[config.mk]
export PLATFORM = sky130hd
export DESIGN_NAME = scan_pingpong_ctrl
export DESIGN_NICKNAME = d
export VERILOG_FILES = /design/src/rtl/scan_pingpong_ctrl.sv
export SDC_FILE = /design/constraint.sdc
export NUM_CORES = 1
export LEC_CHECK = 0
export CORE_UTILIZATION = 51
export CTS_BUF_LIST = sky130_fd_sc_hd__clkbuf_8
export DETAILED_ROUTE_END_ITERATION = 8
export PLACE_DENSITY = 0.9
export SLEW_MARGIN = 30
export SYNTH_ARGS = -nofsm -noshare
export SYNTH_HDL_FRONTEND = slang
export SYNTH_SLANG_ARGS = --single-unit
[constraint.sdc]
create_clock -name clk -period 2.1 [get_ports clk]
set_clock_uncertainty 0.1 [all_clocks]
set_input_delay 0.315 -clock clk [delete_from_list [all_inputs] [get_ports clk]]
set_output_delay 0.315 -clock clk [all_outputs]
set_load 0.03 [all_outputs]
[src/rtl/scan_pingpong_ctrl.sv]
// Ping-pong host controller for two scanner units: one buffer fills while the other transfers.
// Optional stall watchdog is compiled in with `define SCAN_PINGPONG_WDOG_EN.
//
// state     | meaning
// ----------+-------------------------------------------------------------
// IDLE      | waiting for enable; no unit active
// SCAN      | active unit scanning, waiting for its ready_second_buffer
// PREP      | other unit sent to standby, waiting to start it scanning
// WAIT_FULL | waiting for active buffer full and ready_to_transfer
// XFER      | transfer asserted on active unit until its count drains to 0
// DRAIN     | graceful stop: flush the pending buffer, then return to IDLE
module scan_pingpong_ctrl #(
    parameter int FULL_COUNT = 100,
    parameter int WDOG_LIMIT = 1024
) (
    input  logic        clk,
    input  logic        rst,
    input  logic        enable,
    input  logic        stop,
    input  logic [1:0]  ready_second_buffer,
    input  logic [1:0]  start_second_buffer,
    input  logic [1:0]  ready_to_transfer,
    input  logic [7:0]  data_count0,
    input  logic [7:0]  data_count1,
    output logic [1:0]  start_scan,
    output logic [1:0]  go_to_standby,
    output logic [1:0]  transfer,
    output logic [1:0]  flush_signal,
    output logic        active_unit,
    output logic [15:0] xfer_words,
    output logic        busy,
    output logic        fault
);

    typedef enum logic [2:0] {
        S_IDLE, S_SCAN, S_PREP, S_WAIT_FULL, S_XFER, S_DRAIN
    } state_t;

    localparam logic [7:0] FULL_CNT = 8'(FULL_COUNT);

    state_t      state, state_nxt;
    logic        stop_pending, sp_nxt;
    logic [7:0]  last_cnt, last_nxt;
    logic [1:0]  ss_nxt, gts_nxt, tr_nxt, fl_nxt;
    logic        au_nxt;
    logic [15:0] xw_nxt;
    logic [7:0]  cnt;
    logic        cnt_full;
    logic [1:0]  a_mask, o_mask;
    logic        wdog_trip;

    assign cnt      = active_unit ? data_count1 : data_count0;
    assign cnt_full = (cnt == FULL_CNT);
    assign a_mask   = active_unit ? 2'b10 : 2'b01;
    assign o_mask   = ~a_mask;

`ifdef SCAN_PINGPONG_WDOG_EN
    logic [15:0] wdog_cnt;
    logic [7:0]  cnt_q;
    logic        fault_q;
    logic        stall_state;

    assign stall_state = (state == S_WAIT_FULL) || (state == S_XFER) || (state == S_DRAIN);
    assign wdog_trip   = stall_state && (cnt == cnt_q) && (wdog_cnt == 16'(WDOG_LIMIT - 1));
    assign fault       = fault_q;

    // Any progress (count movement or state change) restarts the stall window.
    always_ff @(posedge clk or negedge rst) begin
        if (!rst) begin
            wdog_cnt <= '0;
            cnt_q    <= '0;
            fault_q  <= 1'b0;
        end else begin
            cnt_q <= cnt;
            if (!stall_state || (state_nxt != state) || (cnt != cnt_q))
                wdog_cnt <= '0;
            else
                wdog_cnt <= wdog_cnt + 16'd1;
            if (wdog_trip)
                fault_q <= 1'b1;
        end
    end
`else
    assign wdog_trip = 1'b0;
    assign fault     = 1'b0;
`endif

    always_comb begin
        state_nxt = state;
        sp_nxt    = stop_pending;
        last_nxt  = last_cnt;
        ss_nxt    = '0;
        gts_nxt   = '0;
        tr_nxt    = transfer;
        fl_nxt    = flush_signal;
        au_nxt    = active_unit;
        xw_nxt    = xfer_words;

        if (state != S_IDLE && stop)
            sp_nxt = 1'b1;

        case (state)
            S_IDLE: begin
                if (enable && !fault) begin
                    ss_nxt    = a_mask;
                    sp_nxt    = stop;
                    state_nxt = S_SCAN;
                end
            end
            S_SCAN: begin
                if (ready_second_buffer[active_unit]) begin
                    gts_nxt   = o_mask;
                    state_nxt = S_PREP;
                end
            end
            S_PREP: begin
                if (start_second_buffer[active_unit] || cnt_full) begin
                    ss_nxt    = o_mask;
                    state_nxt = S_WAIT_FULL;
                end
            end
            S_WAIT_FULL: begin
                if (cnt_full && ready_to_transfer[active_unit]) begin
                    last_nxt = cnt;
                    if (stop_pending) begin
                        fl_nxt    = a_mask;
                        state_nxt = S_DRAIN;
                    end else begin
                        tr_nxt    = a_mask;
                        state_nxt = S_XFER;
                    end
                end
            end
            S_XFER: begin
                if (cnt == 8'd0) begin
                    tr_nxt    = '0;
                    xw_nxt    = xfer_words + {8'd0, last_cnt};
                    au_nxt    = ~active_unit;
                    state_nxt = stop_pending ? S_DRAIN : S_SCAN;
                end
            end
            S_DRAIN: begin
                // Entered from XFER the new unit is still filling; flush only once it is full.
                if (flush_signal == 2'b00) begin
                    if (cnt_full)
                        fl_nxt = a_mask;
                end else if (cnt == 8'd0) begin
                    fl_nxt    = '0;
                    sp_nxt    = 1'b0;
                    state_nxt = S_IDLE;
                end
            end
            default: state_nxt = S_IDLE;
        endcase

        if (wdog_trip) begin
            state_nxt = S_IDLE;
            sp_nxt    = 1'b0;
            ss_nxt    = '0;
            gts_nxt   = '0;
            tr_nxt    = '0;
            fl_nxt    = '0;
        end
    end

    always_ff @(posedge clk or negedge rst) begin
        if (!rst) begin
            state         <= S_IDLE;
            stop_pending  <= 1'b0;
            last_cnt      <= '0;
            start_scan    <= '0;
            go_to_standby <= '0;
            transfer      <= '0;
            flush_signal  <= '0;
            active_unit   <= 1'b0;
            xfer_words    <= '0;
            busy          <= 1'b0;
        end else begin
            state         <= state_nxt;
            stop_pending  <= sp_nxt;
            last_cnt      <= last_nxt;
            start_scan    <= ss_nxt;
            go_to_standby <= gts_nxt;
            transfer      <= tr_nxt;
            flush_signal  <= fl_nxt;
            active_unit   <= au_nxt;
            xfer_words    <= xw_nxt;
            busy          <= (state_nxt != S_IDLE);
        end
    end

endmodule

Word level (Yosys, flattened, before mapping)
Cells that the tools add are included.
- logic and storage cells: 77
- bits of input ports: 26
- output and inout bits: 27
- register bits: 38
- add/sub/neg operators: 1
- muxes and demuxes: 37
- bitwise logic cells: 2
- reduce and logical (&&, ||, !) cells: 14
- magnitude comparators: 1
- equal/unequal tests: 12
- operator list (operator ; number):
    2-bit 2-to-1 mux ; 12
    3-bit 2-to-1 mux ; 8
    3-bit one-hot mux with 6 select lines ; 1
    16-bit by 8-bit adder with 16-bit output ; 1
    2-bit one-hot mux with 2 select lines ; 3
    1-bit 2-to-1 mux ; 11
    8-bit by 7-bit equality test with 1-bit output (second input constant) ; 1
    8-bit zero test ; 1
    8-bit 2-to-1 mux ; 1
    2-bit != test (second input constant) ; 4
    3-bit by 2-bit equality test with 1-bit output (second input constant) ; 2
    3-bit equality test (second input constant) ; 2
    3-bit != test (second input constant) ; 2
    3-bit nonzero test ; 2
    5-bit AND reduction ; 1
    2-bit AND reduction ; 2
    4-bit AND reduction ; 1
    2-bit nonzero test ; 2
    3-bit by 1-bit equality test with 1-bit output (second input constant) ; 1
    3-bit zero test ; 1
    1-bit logical AND ; 2
    2-bit zero test ; 1
    1-bit by 2-bit < comparator with 1-bit output (second input constant) ; 1
    2-bit NOT ; 1
    other kinds (3) ; 3

Longest topological paths before layout
- depth in word-level cells: 6
- mapped depth: 8
- depth with buffers taken out: 8

Worst setup path after synthesis
Ideal clock, no wire load.
- path type: flip-flop to flip-flop
- from: reg xfer_words[0]
- to: reg xfer_words[12]
- clock period less this slack: 2.165 ns
- arrival: 1.985 ns
- stages on the path, launching flop included: 9
- required time: 1.920 ns
- setup time: 0.080 ns
- path slack: -0.065 ns
- buffers on the path: 0
- cells stage by stage: dfrtp_1 ha_1 inv_1 fa_1 nand2b_1 a21oi_1 o31ai_1 nor3_1 xor2_1
- longest elaborated chain between the ends: 1
- RTL lines (what ; RTL line ; text):
    from (decl) ; 30 ; output logic [15:0] xfer_words,
    from (signal assigned) ; 187 ; xfer_words <= xw_nxt;
    16-bit by 8-bit adder with 16-bit output ; 137 ; xw_nxt = xfer_words + {8'd0, last_cnt};
Every way passes these cells.
A chain may end at the register's enable or synchronous reset.

Worst setup path in the final report
- from: reg active_unit
- to: reg active_unit
- longest elaborated chain between the ends: 3
- elaborated cells between the ends (all ways): 4
- classes of those cells: 1 x mux; 1 x bitwise; 2 x reduce/logical
- RTL lines (what ; RTL line ; text):
    from (decl) ; 29 ; output logic active_unit,
    from (signal assigned) ; 186 ; active_unit <= au_nxt;
    8-bit 2-to-1 mux ; 52 ; assign cnt = active_unit ? data_count1 : data_count0;
    8-bit zero test ; 135 ; if (cnt == 8'd0) begin
    2-bit AND reduction (no line) ; n/a ;
Parallel ways exist; a longest one is shown, timed or not.

==> results.json <==
{
  "status": "finished clean",
  "finalHoldViolations": 0,
  "die_area_um2": 4350,
  "num_rows": 22,
  "cp_slowest_cell": "or4_4",
  "crit_type": "reg2reg",
  "overflow": 0,
  "drt_iter0_markers": 147,
  "worst-r2r-cell-count": 5,
  "timing.hold.ws_ps": 345,
  "dp_hpwl_um": 3530,
  "startpoint_type": "register",
  "coreArea_um2": 3800,
  "dominantRegCellSynth": "dfrtp_1",
  "synth-compound-area-share_pct": 12.5,
  "async_reset_ff_share_pct": 100,
  "p_per_area_nw_per_um2": 646,
  "worst-path-max-fanout": 9,
  "r2r_setup_slack_ps": 60,
  "synth.avg_cell_area_um2": 9.89,
  "period_share_pct": 97.1,
  "synth_area_leaders": "dfrtp_1 46%, ha_1 4.8%, nand2_1 4.1%",
  "port-buffer-count": 51,
  "dr.pass1.iters": 4,
  "synth_top_area_share_pct": 45.6,
  "slowest_delay_ps": 580,
  "multi_input_area_um2": 1140,
  "cts.htree.levels": 2,
  "cts_max_path_buffers": 2,
  "ys_top_cells_by_count": "38 x dfrtp_1, 23 x nand2_1, 13 x nor2_1, 10 x o21ai_1, 9 x nand3_1",
  "synth_xor_area_share_pct": 5.46,
  "numClockSinks": 38,
  "worstHoldPathType": "in2async",
  "globalplace.congestion": 0.878,
  "synth-seq-cells": 38,
  "insertion_delay_ps": 300,
  "grt_max_degree": 17,
  "synth_edf_count": 0,
  "ys_warn_count": 0,
  "wl_met1_um": 2060,
  "wl_per_cell_um": 15.1,
  "ir_drop_mv": 0.597,
  "synth_fp_nets": 246,
  "die_h_um": 66.0,
  "initial_core_util_pct": 54.9,
  "cts_tree": "yes",
  "io_pins": 53,
  "r2r-start": "active_unit",
  "cts_inserted_buffers": 5,
  "syn_inst": 211,
  "crit_required_ps": 2210,
  "fin_nets": 322,
  "synth_top_family_by_area": "simple AND/OR/NAND/NOR gates",
  "path_cells": "or4_4, nand2_4, and3_1, buf_4, xnor2_1",
  "crit_arrival_ps": 2150,
  "grt_usage_pct": 25.0,
  "top_layer": "met4",
  "synthMuxAreaShare_pct": 2.58,
  "drcViolationCount": 0,
  "synth-simple-area-share_pct": 24.2,
  "p_leak_nw": 1.37,
  "drive_above_1_share_pct": 19.8,
  "antenna_found_initial": 0,
  "r2r_end": "active_unit",
  "drv_slew": 0,
  "yosysSeqAreaShare_pct": 45.6,
  "viasPerCell": 5.59,
  "timing.fmax_mhz": 491,
  "netlist_area_um2": 2090,
  "met3WireLength_um": 223,
  "grt_pass1_wl_um": 8090,
  "met2_length_um": 2680,
  "diodes": 0,
  "clk_pin_slew_ps": 80,
  "die_w_um": 66.0,
  "synth_most_common_cell": "dfrtp_1",
  "endpoint_kind": "register",
  "area_delta_synth_final_pct": 43.3,
  "final_util_pct": 78.7,
  "seqCellArea_um2": 953,
  "drtAntennaViolNets": 0,
  "cts_root_buf": "clkbuf_8",
  "yosysTopAreaCell": "dfrtp_1",
  "routed-via-count": 1879,
  "cap_violations": 0,
  "routed_wl_um": 5080,
  "fill_cells": 261,
  "min_period_ps": 2040,
  "setup_viol": 0,
  "yosysUniqueCellTypes": 54,
  "synthAdderAreaFrac_pct": 5.76,
  "grt_pass1_vias": 1819
}
-- metal layers --
metal	vias to the layer above	track usage (%)
li1	897	-
met1	902	30.6
met2	69	43.1
met3	11	5.00
met4	0	9.31
met5	-	0
-- flip-flops by register name, indices dropped and copies added (netlist names) --
name and flops:
start_scan 2, last_cnt 8, xfer_words 16, active_unit 1, flush_signal 2, state 3
stop_pending 1, go_to_standby 2, busy 1, transfer 2
-- power by group --
group | internal (mW) | total, mW | switching, mW | leakage, nW
Clock | 0.350 | 0.623 | 0.273 | 0.0579
Combinational | 0.211 | 0.445 | 0.235 | 0.808
Sequential | 0.794 | 0.864 | 0.0698 | 0.500
-- worst max-delay path: cells and delay by family, from the launching register on --
family | cells | cell delay, ps
xor+xnor | 1 | 130
simple gates | 3 | 1030
flops | 1 | 490
buf+inv | 1 | 190
-- cell usage in the layout, fill, tap and decap left out, types with 3 or more instances in the layout --
cell,instances
clkdlybuf4s50_1,50
dfrtp_1,36
buf_4,25
nand2_1,23
nor2_1,13
o21ai_1,11
nand3_1,9
and3_1,8
inv_1,7
xor2_1,7
o21ai_0,6
xnor2_1,6
ha_1,6
nand2b_1,5
and2_1,5
clkbuf_8,5
nor3_1,4
nand4b_1,3
a31oi_1,3
-- per-stage QoR --
step	cells	instance area, µm²	setup TNS [ps]	setup slack (ps)	total power, mW
5_1_grt	336	2990	-15.5	-13.1	2.03
4_1_cts	334	2900	0	16.4	1.92
3_3_place_gp	325	2780	-1600	-182	1.29
6_report	336	2990	0	61.4	1.93
2_1_floorplan	211	2090	0	5.81	1.13
3_5_place_dp	325	2780	-2540	-226	1.30
-- logic make-up after synthesis --
group | Yosys count
AND/OR/NAND/NOR | 90
AO/OA/AOI/OAI | 40
flip-flops | 38
buffers and inverters | 15
XOR/XNOR | 13
adder cells (fa/ha/maj) | 9
multiplexers | 5
other | 1
-- worst max path at each step --
stage,start,end,slack [ps],cells past startpoint
final,active_unit,active_unit,60,5
after global routing,active_unit,xfer_words[9],-10,5
after CTS,active_unit,flush_signal[0],20,5
after detailed placement,data_count0[0],flush_signal[1],-230,6
after global placement,data_count1[0],flush_signal[1],-180,6
after floorplan,xfer_words[1],xfer_words[12],6,7
-- repair_timing --
item | in CTS | in global routing
setup buffers | 0 | 2
pin swaps | 0 | 2
gates cloned | 0 | 0
setup endpoints to repair | 9 | 17
hold buffers | 1 | 0
resized for setup | 3 | 13
endpoints found under the hold margin | 14 | 0
-- layout make-up --
class / instances / share of cell area (%)
clock buffer: 5 / 2.30
clock inverter: 3 / 1.34
inverter: 7 / 0.879
multi-input combinational: 158 / 38.0
sequential: 38 / 31.9
tap: 48 / 2.01
timing repair buffer: 77 / 23.5
(Power assumes the default switching activity.)
==> RTL change 1 (same settings) <==
Encoding of `state_t`: now one-hot (6 bits for 6 states).
--- a/src/rtl/scan_pingpong_ctrl.sv
+++ b/src/rtl/scan_pingpong_ctrl.sv
@@ -32,8 +32,8 @@
     output logic        fault
 );
 
-    typedef enum logic [2:0] {
-        S_IDLE, S_SCAN, S_PREP, S_WAIT_FULL, S_XFER, S_DRAIN
+    typedef enum logic [5:0] {
+        S_IDLE = 6'b000001, S_SCAN = 6'b000010, S_PREP = 6'b000100, S_WAIT_FULL = 6'b001000, S_XFER = 6'b010000, S_DRAIN = 6'b100000
     } state_t;
 
     localparam logic [7:0] FULL_CNT = 8'(FULL_COUNT);
Formal check against the unedited RTL: same outputs for any inputs over 10 cycles, from zero or initial values and one cycle with rst low; not proved beyond that.
==> RTL change 1 against the unedited design <==
Count of clock-buffer cells in the layout stayed put; wire length is 5.0% higher; the run now ends with setup timing left; area after synthesis is 7.1% higher; sequential cell count is 3 higher; cell area is 7.2% higher; total power is 2.6% higher; via count is 6.6% higher; cell count is 6.8% higher; synthesized cell count is 6.2% higher; first-iteration DRC count is 42% lower; worst setup slack worse by 100 ps.
==> RTL change 1: results (changes against the unedited design) <==
- I/O Buffers: 51 (unchanged)
- Top delay family on crit path: simple AND/OR/NAND/NOR gates
- YS warnings: 0 (unchanged)
- Rel. slew slack: 65.4%
- CP arrival: 2250 ps (+100 ps)
- Max stage delay on crit path: 420 ps (-160 ps)
- Worst hold slack: 394 ps (+48.8 ps)
- Synth cell types: 53 (-1.9%)
- Endpoints failing setup: 1 (+1)
- Asr flop ratio synth: 100% (unchanged)
- Largest net degree at the start of global routing: 24 (+7)
- Post-Syn Nets: 259 (+5.3%)
- Number of flops mapped to enable cells by yosys: 0 (unchanged)
- # placed instances: 346 (+6.5%)
- Final non-filler cell total: 359 (+6.8%)
- Clk slew on worst S/H paths: 80 ps (about the same)
- Failing checks: setup timing
- Num CTS Buffers: 5 (unchanged)
- Clk root buf: clkbuf_8
- Min setup slack post-route: -38.7 ps (-100 ps)
- Worst vdd ir: 0.000350 V (-41%)
- Hold Crit Class: flip-flop to flip-flop
- Share of cells above drive strength 1: 23.0% (+3.2 points)
- Number of detailed-route iterations in the first pass: 4 (unchanged)
- Inserted Diodes: 0 (unchanged)
- Worst-case clock buffer depth: 2 (unchanged)
- Max cap viols: 0 (unchanged)
- Switching part of the total: 30.5% (+0.57 points)
- Drt initial violations: 85 (-42%)
- Setup TNS: -38.7 ps (-38.7 ps)
- Vias in the first global route: 1,931 (+6.2%)
- Synth area leaders: dfrtp_1 45%, o21ai_0 4.9%, ha_1 4.5%
- Total GRT Usage: 24.4% (-0.59 points)
- First-pass GRT wire length: 8.40 mm (+3.8%)
- Largest registers: xfer_words (16), last_cnt (8), state (6)
- Gate Count Post-Synth: 224 (+6.2%)
- CP Max Fanout: 6 (-3)
- Post-DP HPWL: 3.88 mm (+9.7%)
- GPL Wtd Cong: 0.885 (+0.87%)
- Part of the Yosys area used for sequential elements: 46.0% (+0.40 points)
- Number of vias per cell: 5.58 (-0.23%)
- Final net count: 343 (+6.5%)
- Status: finished with violations
- Leak: 1.47 nW (+7.2%)
- Synth cell count leaders: 40 x dfrtp_1, 22 x o21ai_0, 18 x nand2_1, 15 x nor2_1, 13 x a21oi_1
- Clock latency on the worst-skew pair: roughly 290 ps
- WL/cell: 14.9 um (-1.7%)
- Worst path slowest cell: dfrtp_1
==> RTL change 1: cell count changes after synthesis, sizes merged, moves of 4 or more <==
cell,unedited run,this run
o21ai,17,22
and3,8,4
nand3,11,4
nand2,24,18
o21a,0,4
a21oi,4,13
==> RTL change 1: layout make-up <==
type	count	area [um^2]
Clock buffer	5	68.8
Clock inverter	3	13.8
Fill cell	274	912
Inverter	8	30.0
Multi-Input combinational cell	167	1220
Sequential cell	41	1030
Tap cell	50	62.6
Timing Repair Buffer	85	773
==> RTL change 1: cell families (layout without fill, tap and decap cells) <==
family / count (synthesis) / in the layout / synth area share, %
simple gates: 80 / 80 / 20.8
compound gates: 56 / 56 / 15.5
flops: 41 / 41 / 46.0
buf+inv: 16 / 101 / 3.31
xor+xnor: 14 / 14 / 5.49
fa+ha+maj: 9 / 9 / 5.38
mux: 7 / 7 / 3.36
other cells: 1 / 1 / 0.168
==> RTL change 1: final timing paths <==
| check | from | endpoint | cells past startpoint |
|---|---|---|---|
| setup / recovery | state[1]$_DFF_PN0_ | xfer_words[10]$_DFFE_PN0P_ | 6 |
| hold / removal | xfer_words[15]$_DFFE_PN0P_ | xfer_words[15]$_DFFE_PN0P_ | 1 |
| setup reg to reg | state[1]$_DFF_PN0_ | xfer_words[10]$_DFFE_PN0P_ | 6 |
| hold reg to reg | xfer_words[15]$_DFFE_PN0P_ | xfer_words[15]$_DFFE_PN0P_ | 1 |
| max in group asynchronous | rst | state[0]$_DFF_PN1_ | 3 |
| min in group asynchronous | rst | xfer_words[6]$_DFFE_PN0P_ | 2 |
==> RTL change 1: power by group through the flow <==
stage                     Sequential [W]  Clock, W  Combinational, W
final                           0.000906  0.000495          0.000581
after global routing            0.000909  0.000530          0.000641
after CTS                       0.000904  0.000506          0.000540
after detailed placement        0.000916         0          0.000533
after global placement          0.000915         0          0.000520
after floorplan                 0.000957         0          0.000279
==> RTL change 1: what timing repair did <==
action	in CTS	in global routing
gates resized for setup	8	18
hold buffers	1	0
endpoints found under the setup margin	14	27
buffers inserted	1	3
pin swaps	4	8
endpoints found under the hold margin	21	0
==> RTL change 1: per-layer routing <==
layer	global-route usage, %	vias to the layer above	wire length, um
met5	0	-	0
met4	6.51	0	62
met3	5.17	6	327
met2	41.8	78	2710
met1	30.9	957	2240
li1	-	962	-
==> RTL change 1: stage by stage <==
step                area [um^2]  worst slack (ps)
detailed placement         2980              -460
floorplan                  2240             -43.6
global route               3200              -174
finish                     3200             -38.7
CTS                        3100             -41.1
global placement           2980              -365
==> RTL change 2 (same settings) <==
Made on the original files. Add a define of `SCAN_PINGPONG_WDOG_EN`.
--- a/src/rtl/scan_pingpong_ctrl.sv
+++ b/src/rtl/scan_pingpong_ctrl.sv
@@ -9,6 +9,8 @@
 // WAIT_FULL | waiting for active buffer full and ready_to_transfer
 // XFER      | transfer asserted on active unit until its count drains to 0
 // DRAIN     | graceful stop: flush the pending buffer, then return to IDLE
+`define SCAN_PINGPONG_WDOG_EN
+
 module scan_pingpong_ctrl #(
     parameter int FULL_COUNT = 100,
     parameter int WDOG_LIMIT = 1024
Formal check against the unedited RTL: no difference found for any inputs over 10 cycles, from zero or initial values and one cycle with rst low; that may be too few to reach the edited logic, so the function may still have changed.
==> RTL change 2 against the unedited design <==
The run now ends with setup timing left; sequential cell count grew 25; cell count increased by 54%; non-clock buffer count grew 39; cell area increased by 60%; worst setup slack lost 790 ps; area after synthesis rose by 58%; total power up 66%; wire length rose by 98%; critical endpoint is now wdog_cnt[14]$_DFF_PN0_; highest routed layer unchanged.
==> RTL change 2: results (changes against the unedited design) <==
- Worst vdd ir: 0.000582 V (-2.5%)
- Total GRT Usage: 29.9% (+4.9 points)
- GRT met3 Usage: 6.04% (+1.0 points)
- Endpoints failing setup: 53 (+53)
- Post-synthesis adder-cell area fraction: 4.04% (-1.7 points)
- Worst hold slack: 342 ps (-3.35 ps)
- Part of the Yosys area used for sequential elements: 48.0% (+2.4 points)
- Place WS: -837 ps (-612 ps)
- Leak: 2.14 nW (+57%)
- Final net count: 473 (+47%)
- Yosys top cell area share: 48.0% (+2.4 points)
- Complex-gate fraction of the synthesized area: 11.4% (-1.2 points)
- M1 GR Usage: 33.1% (+2.5 points)
- Mux contribution to synthesized area: 4.34% (+1.8 points)
- Setup TNS: -25,290 ps (-25,290 ps)
- Clock latency on the worst-skew pair: 350 ps (+50 ps)
- Max stage delay on crit path: 550 ps (-30 ps)
- Status: finished with violations
- Synth Area in XOR/XNOR: 8.80% (+3.3 points)
- Sw power: 0.000930 W (+61%)
- Num CTS Buffers: 9 (+4)
- I/O Buffers: 52 (+2.0%)
- Setup bufs post-CTS: 9 (+9)
- Min setup slack post-route: -733 ps (-794 ps)
- Post-Syn Nets: 353 (+43%)
- H-tree depth: 3 (+1)
- Drt initial violations: 257 (+75%)
- Met2 WL post-DR: 4.98 mm (+85%)
- Post-CTS sizing: 12 (+9)
- Vias in the first global route: 3,119 (+71%)
- First-pass GRT wire length: 14.6 mm (+81%)
- Final WL: 10.0 mm (+98%)
- Worst setup path end: wdog_cnt[14]$_DFF_PN0_
- Failing checks: setup timing
RTL change 2: cell types whose count changed in the layout (fill, tap and decap cells not counted), moves of 5 or more:
cell and delta:
buf_4 +30, nor2_2 +10, xnor2_1 +9, o21ai_1 -5, nor2_1 +11, clkbuf_8 +6, inv_1 +6, xor2_1 +7
dfrtp_1 +24, nand3_1 +8
RTL change 2: power by group through the flow:
| stage | clock (W) | combinational [W] | sequential (W) |
|---|---|---|---|
| after floorplan | 0 | 0.000274 | 0.00137 |
| after global placement | 0 | 0.000560 | 0.00134 |
| after detailed placement | 0 | 0.000584 | 0.00134 |
| after CTS | 0.00121 | 0.000603 | 0.00132 |
| after global routing | 0.00127 | 0.000692 | 0.00133 |
| final | 0.00122 | 0.000663 | 0.00132 |
RTL change 2: cell type report:
type,count,area (um^2)
Clock buffer,11,151
Inverter,12,45.0
Clock inverter,5,72.6
Fill cell,332,1290
Tap cell,75,93.8
Sequential cell,63,1580
Timing Repair Buffer,116,1060
Multi-Input combinational cell,235,1770
